### src/rtl/arm_imm_encoder.sv
// arm_imm_encoder: finds the canonical ARM rotated-immediate (imm8, rot4)
// for a 32-bit constant, optionally via its NOT or NEG, plus shifter carry.
module arm_imm_encoder #(
  parameter int ROT_STEPS = 16
) (
  input  logic        clk,
  input  logic        rst,
  input  logic        in_valid,
  output logic        in_ready,
  input  logic [31:0] in_value,
  input  logic [1:0]  in_mode,
  input  logic        in_cf,
  output logic        out_valid,
  input  logic        out_ready,
  output logic        out_encodable,
  output logic [1:0]  out_variant,
  output logic [7:0]  out_imm8,
  output logic [3:0]  out_rot4,
  output logic        out_cf
);

  typedef enum logic [1:0] {
    IDLE,
    PREP,
    SEARCH,
    DONE
  } state_t;

  localparam logic [3:0] ROT_LAST = 4'(ROT_STEPS - 1);

  state_t      state;
  logic [31:0] cand;
  logic [31:0] alt;
  logic [3:0]  rot;
  logic        phase;
  logic [1:0]  mode;
  logic        cf_q;

  logic [63:0] dbl;
  logic [31:0] t;
  logic        hit;

  // Rotate the candidate left by 2*rot; a hit means it fits in imm8.
  always_comb begin
    dbl = {cand, cand} << {rot, 1'b0};
    t   = dbl[63:32];
    hit = (t[31:8] == 24'd0);
  end

  // Request capture, alternate-operand prep, rotation search, result hold.
  always_ff @(posedge clk or posedge rst) begin
    if (rst) begin
      state         <= IDLE;
      in_ready      <= 1'b1;
      out_valid     <= 1'b0;
      out_encodable <= 1'b0;
      out_variant   <= 2'b00;
      out_imm8      <= 8'd0;
      out_rot4      <= 4'd0;
      out_cf        <= 1'b0;
      cand          <= 32'd0;
      alt           <= 32'd0;
      rot           <= 4'd0;
      phase         <= 1'b0;
      mode          <= 2'b00;
      cf_q          <= 1'b0;
    end else begin
      unique case (state)
        IDLE: begin
          if (in_valid) begin
            cand     <= in_value;
            mode     <= (in_mode == 2'b11) ? 2'b00 : in_mode;
            cf_q     <= in_cf;
            rot      <= 4'd0;
            phase    <= 1'b0;
            in_ready <= 1'b0;
            state    <= PREP;
          end
        end
        PREP: begin
          // Second-phase operand is built once, before the search starts.
          alt   <= (mode == 2'b01) ? ~cand : (~cand + 32'd1);
          state <= SEARCH;
        end
        SEARCH: begin
          if (hit) begin
            out_encodable <= 1'b1;
            out_imm8      <= t[7:0];
            out_rot4      <= rot;
            out_variant   <= phase ? mode : 2'b00;
            out_cf        <= (rot == 4'd0) ? cf_q : cand[31];
            out_valid     <= 1'b1;
            state         <= DONE;
          end else if (rot != ROT_LAST) begin
            rot <= rot + 4'd1;
          end else if (!phase && (mode != 2'b00)) begin
            phase <= 1'b1;
            rot   <= 4'd0;
            cand  <= alt;
          end else begin
            out_encodable <= 1'b0;
            out_imm8      <= 8'd0;
            out_rot4      <= 4'd0;
            out_variant   <= 2'b00;
            out_cf        <= 1'b0;
            out_valid     <= 1'b1;
            state         <= DONE;
          end
        end
        DONE: begin
          if (out_ready) begin
            out_valid <= 1'b0;
            in_ready  <= 1'b1;
            state     <= IDLE;
          end
        end
        default: state <= IDLE;
      endcase
    end
  end

endmodule

### config.mk
export PLATFORM = sky130hd
export DESIGN_NAME = arm_imm_encoder
export DESIGN_NICKNAME = d
export VERILOG_FILES = /design/src/rtl/arm_imm_encoder.sv
export SDC_FILE = /design/constraint.sdc
export NUM_CORES = 1
export LEC_CHECK = 0
export BUFFER_PORTS_ARGS = -buffer_cell sky130_fd_sc_hd__clkbuf_2
export CAP_MARGIN = 20
export CELL_PAD_IN_SITES_DETAIL_PLACEMENT = 2
export CELL_PAD_IN_SITES_GLOBAL_PLACEMENT = 2
export CORE_ASPECT_RATIO = 1.25
export CORE_MARGIN = 3
export CORE_UTILIZATION = 39
export DETAILED_ROUTE_END_ITERATION = 8
export PLACE_DENSITY_LB_ADDON = 0.1
export SLEW_MARGIN = 20
export SYNTH_ARGS = -nofsm -noshare
export SYNTH_HDL_FRONTEND = slang
export SYNTH_SLANG_ARGS = --single-unit
### constraint.sdc
create_clock -name clk -period 3.6 [get_ports clk]
set_input_delay 0.54 -clock clk [delete_from_list [all_inputs] [get_ports clk]]
set_output_delay 0.54 -clock clk [all_outputs]
set_load 0.02 [all_outputs]
==> impl_results.md <==
* Setup TNS at 0 ns
* PortBufs at 56
* Worst r2r src: rot[1]
* Mapped Cells at 784
* Synth top cells by count: mux2i_1, dfrtp_1, clkbuf_1, nand2_1, nor2_1
* Worst Setup SP: rot[1]
* Sequential share of the synthesized area at 0.314
* Distinct cells, synth at 62
* CP endpoint kind: register
* Via count at 6452
* Vias in the first global route at 7282
* Filler cell count in the final layout at 1987
* Fin util at 0.452
* Post-Synthesis Net Count at 830
* Max FO, Critical Path at 16
* Post-synthesis async set-or-reset flop share at 1.00
* Final ANT Viol Nets at 0
* Setup violations, final at 0
* Worst EP arrival at 3.64 ns
* HPWL after DPL at 18600 µm
* Worst slew pin tran at 1.01 ns
* Type of the worst min-delay path: input port to async pin
* Area contributors post-synth: dfrtp_1, mux2i_1, mux4_2
* N_diodes at 0
* Final Hold Violating Endpoints at 0
* Antenna violations before repair at 0
* Unrepaired setup endpoints after global routing: false
* CTS tree: built
* Ys flop type: dfrtp_1
* Clk buf depth at 2
* Number of synthesized register bits at 92
* Leakage power at 3.24 nW
* Drt first pass iters at 4
* Crit Path Class: register to register
* # rows at 55
* Mean Syn Cell Area at 9.35 µm²
* Yosys top cell by area: dfrtp_1
* Tcrit/Tclk final at 0.934
* Worst Path Required at 3.87 ns
* GPL Wtd Cong at 0.909
* Cell Area, Placed at 7920 µm²
* Most common cell in the netlist: mux2i_1
* Width of the chip at 129 µm
* H-tree depth at 3
* Worst skew pair latency at 0.37 ns
* Final Max Tran Viols at 0
* Design area at 8270 µm²
* Post-synth EDFFs at 0
* Vias/cell at 6.17
* Initial Util at 0.401
* Ports placed on the boundary at 57
* Total Wirelength at 25700 µm
* Area grow syn2layout at 12.8%
* Peak VDD IR at 0.350 mV
* Status: complete, no violations
* Top cell type's share of synthesized area at 0.311
* Fin crit period at 3.36 ns
* Max_slew headroom at 0.324
* CTS root buf: clkbuf_16
* MaxCap Viol Count at 0
* Fmax at 0.297 GHz
* Skew final at 0.0140 ns
* Global route total overflow at 0
* Ys Warns at 0
* WHS at 0.254 ns
* First-pass GRT wire length at 41600 µm
* Share of cells above drive strength 1 at 0.237
* FF-to-FF path depth at 9
* Hold-fix buffers, CTS at 0
* # clock sinks at 92
* Die area at 20500 µm²
* Reg clk slew, reported paths at 0.08 ns
* Die Ht at 159 µm
* DR WL/cell at 24.6 µm
* Initial drt markers at 298
* Startpoint type of the worst setup path: register
* Core ar. at 18300 µm²
* Synthesized area at 7330 µm²
* PwrDens at 971 nW/µm²
* Largest net degree at the start of global routing at 58
* Nets@finish at 858
* CTS Buf Count at 9
* GRT Overall Usage at 0.254
* DRC at 0
## area by class of cell
cell class	instances	area, µm²	area share
flip-flops and latches	92	2310	0.279
clock inverters	7	96.3	0.0116
well taps	228	285	0.0345
clock buffers	9	225	0.0272
repair buffers	104	716	0.0865
inverters	14	55.1	0.00665
multi-input cells	591	4590	0.555
## state kept, by name, indices dropped and copies added, names as in the netlist, 2 cells and up
register / flops
cand: 32
out_variant: 2
out_imm8: 8
out_rot4: 4
mode: 2
state: 2
alt: 32
rot: 4
## where the power goes
part           internal [W]  switching (W)
sequential          0.00149       0.000717
combinational       0.00208        0.00266
clock              0.000615       0.000475
## path summary, 6_finish.rpt
path / slack (ns) / to
worst max-delay path: 0.24 / out_imm8[4]
max in group asynchronous: 2.63 / cand[23]
worst min-delay path: 0.25 / alt[5]
min in group clk: 0.40 / cf_q
worst min register to register: 0.49 / out_encodable
worst max register to register: 0.24 / out_imm8[4]
## worst max-delay path: stages (launching register included)
cell and delay [ns]:
dfrtp_4 0.58, mux4_2 0.55, or2_1 0.28, a2111oi_2 0.48
o2111ai_1 0.16, a222oi_1 0.37, buf_4 0.30, nand2_4 0.14
buf_4 0.23, mux2i_1 0.18
## layout by cell type (no fill, tap or decap), types with 6 or more instances in the layout
cell	n
buf_4	42
clkbuf_16	9
nor4_1	6
a21oi_1	17
xnor2_1	14
clkbuf_2	56
nor2_1	57
o21ai_0	8
nand3_1	47
or3_1	6
mux2_2	36
ha_1	6
nand2_1	58
dfrtp_1	90
mux4_2	25
nor3_1	42
a211oi_1	10
xor2_1	17
o32ai_1	32
nand2b_1	36
mux2i_1	96
inv_1	10
buf_12	6
## metal layers
metal | vias up | GRT usage | routed length, µm
met4 | 0 | 0.0583 | 243
met3 | 13 | 0.0235 | 509
li1 | 2947 | - | -
met2 | 84 | 0.448 | 13600
met1 | 3408 | 0.334 | 11300
met5 | - | 0 | 0
## stage by stage
step                      total power (W)  setup slack, ns  cells
final                             0.00804            0.238   1045
after detailed placement          0.00689            0.122   1026
after CTS                         0.00802           0.0833   1042
after global placement            0.00661            0.226   1026
after floorplan                   0.00537            0.670    784
after global routing              0.00863          0.00410   1045
## cells by family after synthesis
family / share of synthesized area
AOI/OAI and AO/OA: 0.119
xor gates and xnor gates: 0.0370
adders and majority gates: 0.0119
buffers and inverters: 0.0648
DFF: 0.314
muxes: 0.263
and+or+nand+nor: 0.190
## repair_timing
action	in CTS	in global routing
gates resized for setup	0	4
setup endpoints to repair	0	43
buffers inserted	0	3
Power figures use the tool's default switching activity.
